===== src/rtl/learn_sequencer_pkg.sv =====
// Shared mode codes, note encoding, FSM states and song ROM word layout.
package learn_sequencer_pkg;

  localparam int unsigned NOTE_W = 10;
  localparam int unsigned DUR_W  = 4;
  localparam int unsigned SEL_W  = 2;
  localparam int unsigned ROM_AW = 8;

  localparam logic [1:0] FREE_MODE  = 2'b00;
  localparam logic [1:0] UART_MODE  = 2'b01;
  localparam logic [1:0] LEARN_MODE = 2'b10;
  localparam logic [1:0] PLAY_MODE  = 2'b11;

  localparam int unsigned NOTE_DO   = 0;
  localparam int unsigned NOTE_RE   = 1;
  localparam int unsigned NOTE_MI   = 2;
  localparam int unsigned NOTE_FA   = 3;
  localparam int unsigned NOTE_SO   = 4;
  localparam int unsigned NOTE_LA   = 5;
  localparam int unsigned NOTE_SI   = 6;
  localparam int unsigned MOD_HI    = 7;
  localparam int unsigned MOD_LO    = 8;
  localparam int unsigned MOD_SHARP = 9;

  localparam logic [NOTE_W-1:0] END_MARK = 10'h000;

  typedef enum logic [2:0] {
    S_IDLE    = 3'd0,
    S_LOAD    = 3'd1,
    S_FETCH   = 3'd2,
    S_SHOW    = 3'd3,
    S_RELEASE = 3'd4,
    S_DONE    = 3'd5
  } state_t;

  typedef struct packed {
    logic [DUR_W-1:0]  dur;
    logic [NOTE_W-1:0] note;
  } rom_word_t;

  // One-hot key pattern for a bit position of the key bus
  function automatic logic [NOTE_W-1:0] key(input int unsigned pos);
    return NOTE_W'(1) << pos;
  endfunction

  function automatic rom_word_t mk_word(input logic [DUR_W-1:0] dur,
                                        input logic [NOTE_W-1:0] note);
    rom_word_t w;
    w.dur  = dur;
    w.note = note;
    return w;
  endfunction

endpackage


===== src/rtl/learn_song_rom.sv =====
// 256x14 synchronous song ROM; address is {song_sel, note index}.
module learn_song_rom
  import learn_sequencer_pkg::*;
(
  input  logic              clk,
  input  logic [ROM_AW-1:0] addr,
  output rom_word_t         data
);

  // Song table; unlisted locations read as the end marker
  function automatic rom_word_t lookup(input logic [ROM_AW-1:0] a);
    rom_word_t w;
    w = mk_word(4'd0, END_MARK);
    case (a)
      // song 0: opening of a nursery tune
      8'h00: w = mk_word(4'd2, key(NOTE_DO));
      8'h01: w = mk_word(4'd2, key(NOTE_DO));
      8'h02: w = mk_word(4'd2, key(NOTE_SO));
      8'h03: w = mk_word(4'd2, key(NOTE_SO));
      8'h04: w = mk_word(4'd2, key(NOTE_LA));
      8'h05: w = mk_word(4'd2, key(NOTE_LA));
      8'h06: w = mk_word(4'd4, key(NOTE_SO));
      // song 1: rising scale ending on high do
      8'h40: w = mk_word(4'd1, key(NOTE_DO));
      8'h41: w = mk_word(4'd1, key(NOTE_RE));
      8'h42: w = mk_word(4'd1, key(NOTE_MI));
      8'h43: w = mk_word(4'd1, key(NOTE_FA));
      8'h44: w = mk_word(4'd1, key(NOTE_SO));
      8'h45: w = mk_word(4'd1, key(NOTE_LA));
      8'h46: w = mk_word(4'd1, key(NOTE_SI));
      8'h47: w = mk_word(4'd4, key(NOTE_DO) | key(MOD_HI));
      // song 2: sharps and low octave
      8'h80: w = mk_word(4'd2, key(NOTE_DO) | key(MOD_SHARP));
      8'h81: w = mk_word(4'd2, key(NOTE_MI) | key(MOD_LO));
      8'h82: w = mk_word(4'd4, key(NOTE_SO) | key(MOD_SHARP));
      // song 3: short three-note song
      8'hC0: w = mk_word(4'd1, 10'h001);
      8'hC1: w = mk_word(4'd1, 10'h002);
      8'hC2: w = mk_word(4'd1, 10'h004);
      default: w = mk_word(4'd0, END_MARK);
    endcase
    return w;
  endfunction

  // Registered read: data is valid one cycle after addr
  always_ff @(posedge clk) begin
    data <= lookup(addr);
  end

endmodule


===== src/rtl/learn_sequencer.sv =====
// Learn-mode sequencer: shows the expected note, scores hits and timeouts.
module learn_sequencer
  import learn_sequencer_pkg::*;
#(
  parameter int unsigned TICK_DIV   = 25_000_000,
  parameter int unsigned MISS_BEATS = 8,
  parameter int unsigned SONG_LEN   = 64
) (
  input  logic              clk,
  input  logic              rst,
  input  logic [1:0]        Status,
  input  logic [SEL_W-1:0]  song_sel,
  input  logic [NOTE_W-1:0] BUZZERBusline,
  output logic [NOTE_W-1:0] LEARNBusline,
  output logic              song_done,
  output logic [7:0]        hit_cnt,
  output logic [7:0]        miss_cnt
);

  localparam int unsigned AW = $clog2(SONG_LEN);
  localparam int unsigned PW = (TICK_DIV > 1) ? $clog2(TICK_DIV) : 1;
  localparam int unsigned BW = $clog2(MISS_BEATS + 1);

  state_t            state_q, state_d;
  logic [AW-1:0]     addr_q, addr_d;
  logic [SEL_W-1:0]  sel_q, sel_d;
  logic [PW-1:0]     presc_q, presc_d;
  logic [BW-1:0]     beat_q, beat_d;
  logic [NOTE_W-1:0] note_d;
  logic              done_d;
  logic [7:0]        hit_d, miss_d;
  logic              tick_c;
  logic              hit_c;
  rom_word_t         rom_q;
  logic              unused_dur;

  learn_song_rom u_rom (
    .clk  (clk),
    .addr (ROM_AW'({sel_q, addr_q})),
    .data (rom_q)
  );

  // Duration field is carried in the ROM but not used for timing
  assign unused_dur = ^rom_q.dur;

  // State and output registers
  always_ff @(posedge clk or posedge rst) begin
    if (rst) begin
      state_q      <= S_IDLE;
      addr_q       <= '0;
      sel_q        <= '0;
      presc_q      <= '0;
      beat_q       <= '0;
      LEARNBusline <= '0;
      song_done    <= 1'b0;
      hit_cnt      <= '0;
      miss_cnt     <= '0;
    end else begin
      state_q      <= state_d;
      addr_q       <= addr_d;
      sel_q        <= sel_d;
      presc_q      <= presc_d;
      beat_q       <= beat_d;
      LEARNBusline <= note_d;
      song_done    <= done_d;
      hit_cnt      <= hit_d;
      miss_cnt     <= miss_d;
    end
  end

  // Next-state, beat timing and scoring
  always_comb begin
    state_d = state_q;
    addr_d  = addr_q;
    sel_d   = sel_q;
    presc_d = presc_q;
    beat_d  = beat_q;
    note_d  = LEARNBusline;
    done_d  = song_done;
    hit_d   = hit_cnt;
    miss_d  = miss_cnt;
    tick_c  = 1'b0;
    hit_c   = (BUZZERBusline == LEARNBusline) && (LEARNBusline != END_MARK);

    if ((state_q != S_IDLE) && (Status != LEARN_MODE)) begin
      // Leaving learn mode: blank the bus, keep tallies for display
      state_d = S_IDLE;
      note_d  = '0;
      done_d  = 1'b0;
    end else begin
      case (state_q)
        S_IDLE: begin
          note_d = '0;
          done_d = 1'b0;
          if (Status == LEARN_MODE) begin
            sel_d   = song_sel;
            addr_d  = '0;
            hit_d   = '0;
            miss_d  = '0;
            state_d = S_LOAD;
          end
        end
        S_LOAD: begin
          state_d = S_FETCH;
        end
        S_FETCH: begin
          if (rom_q.note == END_MARK) begin
            done_d  = 1'b1;
            state_d = S_DONE;
          end else begin
            note_d  = rom_q.note;
            beat_d  = '0;
            presc_d = '0;
            state_d = S_SHOW;
          end
        end
        S_SHOW: begin
          if (presc_q == PW'(TICK_DIV - 1)) begin
            presc_d = '0;
            tick_c  = 1'b1;
          end else begin
            presc_d = presc_q + PW'(1);
          end
          // A hit wins over a coincident final tick
          if (hit_c) begin
            hit_d   = (hit_cnt == 8'hFF) ? hit_cnt : hit_cnt + 8'd1;
            note_d  = '0;
            state_d = S_RELEASE;
          end else if (tick_c) begin
            beat_d = beat_q + BW'(1);
            if (beat_q == BW'(MISS_BEATS - 1)) begin
              miss_d  = (miss_cnt == 8'hFF) ? miss_cnt : miss_cnt + 8'd1;
              note_d  = '0;
              state_d = S_RELEASE;
            end
          end
        end
        S_RELEASE: begin
          // Hold here until all keys are up so a held key cannot score twice
          note_d = '0;
          if (BUZZERBusline == '0) begin
            if (addr_q == AW'(SONG_LEN - 1)) begin
              done_d  = 1'b1;
              state_d = S_DONE;
            end else begin
              addr_d  = addr_q + AW'(1);
              state_d = S_LOAD;
            end
          end
        end
        S_DONE: begin
          note_d = '0;
          done_d = 1'b1;
        end
        default: begin
          state_d = S_IDLE;
        end
      endcase
    end
  end

endmodule


===== config.mk =====
export PLATFORM = sky130hd
export DESIGN_NAME = learn_sequencer
export DESIGN_NICKNAME = d
export VERILOG_FILES = /design/src/rtl/learn_sequencer_pkg.sv /design/src/rtl/learn_song_rom.sv /design/src/rtl/learn_sequencer.sv
export SDC_FILE = /design/constraint.sdc
export NUM_CORES = 1
export LEC_CHECK = 0
export CORE_MARGIN = 2
export CORE_UTILIZATION = 60
export CTS_BUF_LIST = sky130_fd_sc_hd__clkbuf_8
export DETAILED_ROUTE_END_ITERATION = 7
export DONT_BUFFER_PORTS = 1
export PLACE_DENSITY = 0.76
export SETUP_SLACK_MARGIN = 0.2
export SLEW_MARGIN = 20
export SYNTH_ARGS = -nofsm -noshare
export SYNTH_HDL_FRONTEND = slang
export SYNTH_SLANG_ARGS = --single-unit

===== constraint.sdc =====
create_clock -name clk -period 2.85 [get_ports clk]
set_clock_uncertainty 0.1 [all_clocks]
set_input_delay 0.285 -clock clk [delete_from_list [all_inputs] [get_ports clk]]
set_output_delay 0.285 -clock clk [all_outputs]
set_load 0.05 [all_outputs]

# [Word-level counts from Yosys, hierarchy flattened]
# Index checks and enable logic that the tools add are counted.
[totals] ff_bits=77
[classes] addsub=5 eq_ne=51 mux=44 bitwise_logic=1 n_reduce_logical=29
[ops] cell="$pmux 10 s15" n=1
[ops] cell="$eq 8x7->1 const B" n=8
[ops] cell="$eq 8x8->1 const B" n=8
[ops] cell="$mux 8" n=7
[ops] cell="$mux 10" n=5
[ops] cell="$mux 25" n=2
[ops] cell="$pmux 25 s2" n=1
[ops] cell="$pmux 8 s2" n=2
[ops] cell="$pmux 10 s3" n=1
[ops] cell="$add 25x1->25 const B" n=1
[ops] cell="$eq 25x25->1 const B" n=1
[ops] cell="$eq 8x3->1 const B" n=3
[ops] cell="$mux 3" n=8
[ops] cell="$ne 2x2->1 const B" n=12
[ops] cell="$logic_not 10->1" n=2
[ops] cell="$reduce_and 5->1" n=4
[ops] cell="$mux 6" n=3
[ops] cell="$pmux 3 s6" n=1
[ops] cell="$add 8x1->8 const B" n=2
[ops] cell="$eq 8x2->1 const B" n=2
[ops] cell="$ne 3x3->1 const B" n=5
[ops] cell="$mux 4" n=3
[ops] cell="$pmux 6 s2" n=1
[ops] cell="$reduce_or 2->1" n=6
[ops] cell="27 further kinds" n=41

# [Longest topological paths before layout]
[logic_depth] depth_word=8 depth_mapped=8 depth_no_buf=7

# [Modules after synthesis]
# From an unflattened synthesis, not the netlist that was laid out.
[unflattened] cells_unflattened=465 hier_area_um2=4274.1
[modules_own_cells] mod="learn_sequencer" instances=1 cells_each=404 area_per_inst_um2=3726.1 seq_area_each_um2=1676.6
[modules_own_cells] mod="learn_song_rom" instances=1 cells_each=61 area_per_inst_um2=548.0 seq_area_each_um2=260.2

# [Least setup slack after synthesis]
# OpenSTA, ideal clock, no wires.
[synth_timing] path_kind="register -> register" from="register LEARNBusline[9]" to="register hit_cnt[0]" t_arrival_ns=2.085 setup_slack_ns=0.540 stages_incl_launch_ff=8 n_path_buf=1 period_less_slack_ns=2.310 cell_sequence="dfrtp_1 -> xor2_1 -> nor4_1 -> nand4_2 -> clkbuf_1 -> nor2_1 -> o21ai_0 -> mux2_2"
[synth_between] elab_chain_len=4 word_cells_on_any_way=5
[synth_lines] element="start: declaration" line_no="learn_sequencer.sv:14" rtl="output logic [NOTE_W-1:0] LEARNBusline,"
[synth_lines] element="start signal: assignment" line_no="learn_sequencer.sv:64" rtl="LEARNBusline <= note_d;"
[synth_lines] element="$eq 10x10->1 / $reduce_bool 10->1 (equally long branches)" line_no="learn_sequencer.sv:83" rtl="hit_c = (BUZZERBusline == LEARNBusline) && (LEARNBusline != END_MARK);"
[synth_lines] element="$logic_and 1x1->1 (*)" line_no="learn_sequencer.sv:83"
[synth_lines] element="$ne 2x2->1 (no source line) (*)"
[synth_lines] element="$reduce_and 5->1 (no source line) (*)"
[synth_lines] element="end signal: assignment" line_no="learn_sequencer.sv:66" rtl="hit_cnt <= hit_d;"
[synth_lines] element="end: declaration" line_no="learn_sequencer.sv:16" rtl="output logic [7:0] hit_cnt,"
# Mark *: on every way between the ends. The rest lies on a longest branch, timed or not.
# A chain may end at the register's enable or synchronous reset.

# [Final worst setup path]
[layout_timing] from="register presc_q[0]" to="register miss_cnt[5]"
[layout_between] elab_chain_len=6
[layout_lines] element="start: declaration" line_no="learn_sequencer.sv:27" rtl="logic [PW-1:0] presc_q, presc_d;"
[layout_lines] element="start signal: assignment" line_no="learn_sequencer.sv:62" rtl="presc_q <= presc_d;"
[layout_lines] element="$eq 25x25->1" line_no="learn_sequencer.sv:118" rtl="if (presc_q == PW'(TICK_DIV - 1)) begin"
[layout_lines] element="$mux 1" line_no="learn_sequencer.sv:118"
[layout_lines] element="$mux 1" line_no="learn_sequencer.sv:91" rtl="case (state_q)"
[layout_lines] element="$mux 1" line_no="learn_sequencer.sv:85" rtl="if ((state_q != S_IDLE) && (Status != LEARN_MODE)) begin"
[layout_lines] element="$ne 2x2->1 (no source line)"
[layout_lines] element="$reduce_and 7->1 (no source line)"
[layout_lines] element="end signal: assignment" line_no="learn_sequencer.sv:67" rtl="miss_cnt <= miss_d;"
[layout_lines] element="end: declaration" line_no="learn_sequencer.sv:17" rtl="output logic [7:0] miss_cnt"
# No other way between the ends. The select of a mux whose other input is x is not followed.

==> results.tsv <==
stage	metric	value	unit
logic_synthesis	Post-Syn Area	4120	um2
timing	Slew HR	0.439	
logic_synthesis	share of Yosys cell area claimed by the top area cell type	0.407	
worst_setup_path	CP cell instances	ha_1, and3_1, nand4_1, or4_4, nand3b_4, or4_1, nand3_1	
clock_tree	Clock Latency Late Sink	350	ps
timing	TNS Setup	0	ps
clock_tree	clock slew at reported path FFs	80	ps
worst_setup_path	crit-path max FO	12	
die	chip width	86.9	um
global_route	GRT Util Overall	0.257	
worst_setup_path	reg2reg end	miss_cnt[5]	
timing	RSZ-0062 raised after global routing	false	
worst_setup_path	crit path DAT	2660	ps
worst_setup_path	CP endpoint	miss_cnt[5]	
power_and_ir_drop	worst vdd ir	0.263	mV
worst_setup_path	WP buf/inv	0	
die	I/O pins	43	
logic_synthesis	dominant cell type by area after synthesis	dfrtp_1	
clock_tree	Sink Count	77	
min_path	Hold Crit Depth	2	
worst_setup_path	crit path from	presc_q[0]	
timing	Tcrit/Tclk final	0.869	
global_route	global route total overflow	0	
final_layout	fillers	528	
worst_setup_path	crit path kind	reg2reg	
global_route	largest net degree at the start of global routing	68	
timing	Max Slew Vio Count	0	
final_layout	final std cells w/o fill	547	
power_and_ir_drop	Cell Pwr Density	452	nW/um2
worst_setup_path	crit end category	flip-flop	
logic_synthesis	ranking of synthesized cells by area	dfrtp_1 41%, xor2_1 5.3%, dfxtp_1 4.9%	
detailed_routing	Post-DRT Antenna Nets	0	
detailed_routing	drc violations	0	
die	Initial Util	0.613	
clock_tree	CTS buffer count	9	
global_route	first-pass GRT wire length	15200	um
place	Placed Cells	528	
final_layout	area of the multi-input gates	2120	um2
logic_synthesis	Commonest cells post-synth	67 x dfrtp_1, 46 x nor2_1, 35 x nand2_1, 29 x o21ai_0, 27 x nand3_1	
logic_synthesis	EDFF count, synth	0	
timing	WHS	242	ps
min_path	Hold Crit Class	in2reg	
die	Die ar.	7550	um2
place	Final HPWL DP	6420	um
final_layout	ANT cells	0	
detailed_routing	Pre-antenna DRT Iters	4	
logic_synthesis	ys async rst share	0.870	
logic_synthesis	#FFs+latches synth	77	
global_route	vias in the first global route	3237	
logic_synthesis	most numerous cell in the Yosys netlist	dfrtp_1	
logic_synthesis	Synth Net Count	465	
die	FP Rows	30	
worst_setup_path	cell with the largest stage delay on the worst path	or4_4	
clock_tree	CTS tree	yes	
clock_tree	Resize count post-CTS	0	
final_layout	layout cell share with drive strength beyond 1	0.122	
logic_synthesis	syn avg cell area	9.34	um2
worst_setup_path	crit-path max cell delay	520	ps
logic_synthesis	Seq/Total Area, Yosys	0.456	
timing	Worst Max-Slew Pin Slew	840	ps
detailed_routing	WL final	8950	um
die	core area	6720	um2
worst_setup_path	Req. time, crit path	3030	ps
worst_setup_path	launching point of the worst reg2reg path	presc_q[0]	
timing	Final min period	2480	ps
final_layout	sequential cell area	1880	um2
logic_synthesis	library cells used by synthesis	57	
logic_synthesis	Yosys Warn Count	0	
clock_tree	root buffer cell	clkbuf_8	
logic_synthesis	Gate Count Post-Synth	441	
worst_setup_path	Crit path depth	7	
clock_tree	clk buf depth	2	
global_route	initial antenna violation count	0	
detailed_routing	DR vias	3425	
detailed_routing	drt via density	6.26	
run	max_cap viols	0	
detailed_routing	1st-iter DRT viols	214	
worst_setup_path	crit-path leading delay family	simple AND/OR/NAND/NOR gates	
place	Final Wtd Congestion	0.818	
logic_synthesis	top_reg_cell synth	dfrtp_1	
timing	Max Freq	404	MHz
worst_setup_path	Worst setup SP type	flip-flop	
timing	Finish-stage setup viols	0	
clock_tree	H-tree depth	3	
outcome	status	completed	
worst_setup_path	FF-to-FF path depth	7	
worst_setup_path	worst reg2reg setup slack	370	ps
final_layout	fin nets	486	
final_layout	P&R area growth vs syn	10.9	%
timing	count of final hold-check violations	0	
place	Buffers on Ports	0	
power_and_ir_drop	Leakage	2.08	nW
die	Die Y-Extent	86.9	um
detailed_routing	wire length per cell	16.4	um
[flip-flops by register name, summed over array words and instances, names as in the netlist]
name,cells
song_done,1
sel_q,2
state_q,3
beat_q,4
hit_cnt,8
addr_q,6
presc_q,25
miss_cnt,8
u_rom.data,10
LEARNBusline,10
[worst reg2reg max path: cells and delay by family (launching register included)]
kind          cells  cell delay (ps)
simple gates      6             1720
flops             1              390
fa+ha+maj         1              210
[timing repair]
action,4_1_cts,5_1_grt
hold endpoints to repair,46,0
hold buffers,3,0
setup endpoints to repair,0,0
setup buffers,0,0
[metal layers]
metal  share of wire  vias up  global-route usage
met1            0.46     1656               0.343
met5               0        -                   0
met4           0.013        0              0.0866
met2            0.48       93               0.405
li1                -     1662                   -
met3           0.054       14              0.0692
[metrics by stage]
step                 util  setup WS (ps)  power (mW)  cell area, um2
floorplan               -            540        1.21            4120
global placement    0.644            477        1.23            4330
detailed placement  0.644            414        1.23            4330
CTS                 0.680            394        2.08            4570
global route        0.680            237        2.15            4570
finish              0.680            374        2.07            4570
[worst min-delay path by stage]
| stage | startpoint | end | slack, ps |
|---|---|---|---|
| 3_3_place_gp | song_sel[0] | sel_q[0] | 300 |
| 2_1_floorplan | song_sel[0] | sel_q[0] | 290 |
| 5_1_grt | Status[1] | state_q[1] | 280 |
| 4_1_cts | Status[1] | state_q[1] | 230 |
| 3_5_place_dp | song_sel[0] | sel_q[0] | 310 |
| 6_report | Status[1] | state_q[1] | 240 |
[cells by family after synthesis]
logic type / share of synthesized area
simple gates: 0.279
compound gates: 0.139
flops: 0.456
xor+xnor: 0.0638
buf+inv: 0.0307
fa+ha+maj: 0.0243
mux: 0.00790
[cell type report]
cell class	count	area share
Clock buffer	12	0.0361
Clock inverter	4	0.0101
Inverter	11	0.00903
Multi-Input combinational cell	335	0.465
Sequential cell	77	0.411
Tap cell	80	0.0219
Timing Repair Buffer	28	0.0476
[power breakdown]
part | switching, mW | internal [mW] | total, mW | leakage (nW)
logic | 0.0629 | 0.0299 | 0.0928 | 0.953
registers | 0.0181 | 1.10 | 1.12 | 1.01
clock network | 0.384 | 0.472 | 0.856 | 0.110
[cells in the final DEF (no fill, tap or decap), types with 3 or more instances in the layout]
| cell | count |
|---|---|
| nor4_1 | 12 |
| nor3_1 | 8 |
| xnor2_1 | 5 |
| nor3b_1 | 3 |
| or3_1 | 12 |
| dfxtp_1 | 10 |
| nand4_1 | 15 |
| a21oi_1 | 16 |
| dlygate4sd3_1 | 3 |
| dfrtp_1 | 67 |
| nand3_1 | 27 |
| and4_1 | 4 |
| and2_1 | 3 |
| buf_4 | 25 |
| nor2_1 | 46 |
| nand2b_1 | 5 |
| xor2_1 | 25 |
| clkbuf_8 | 12 |
| a22o_1 | 13 |
| and3_1 | 14 |
| or4_1 | 5 |
| inv_1 | 11 |
| nand2_1 | 35 |
| nor2b_1 | 4 |
| o31ai_1 | 6 |
| ha_1 | 8 |
| o21ai_0 | 29 |
Note: power is estimated with default switching activity, not from simulation.
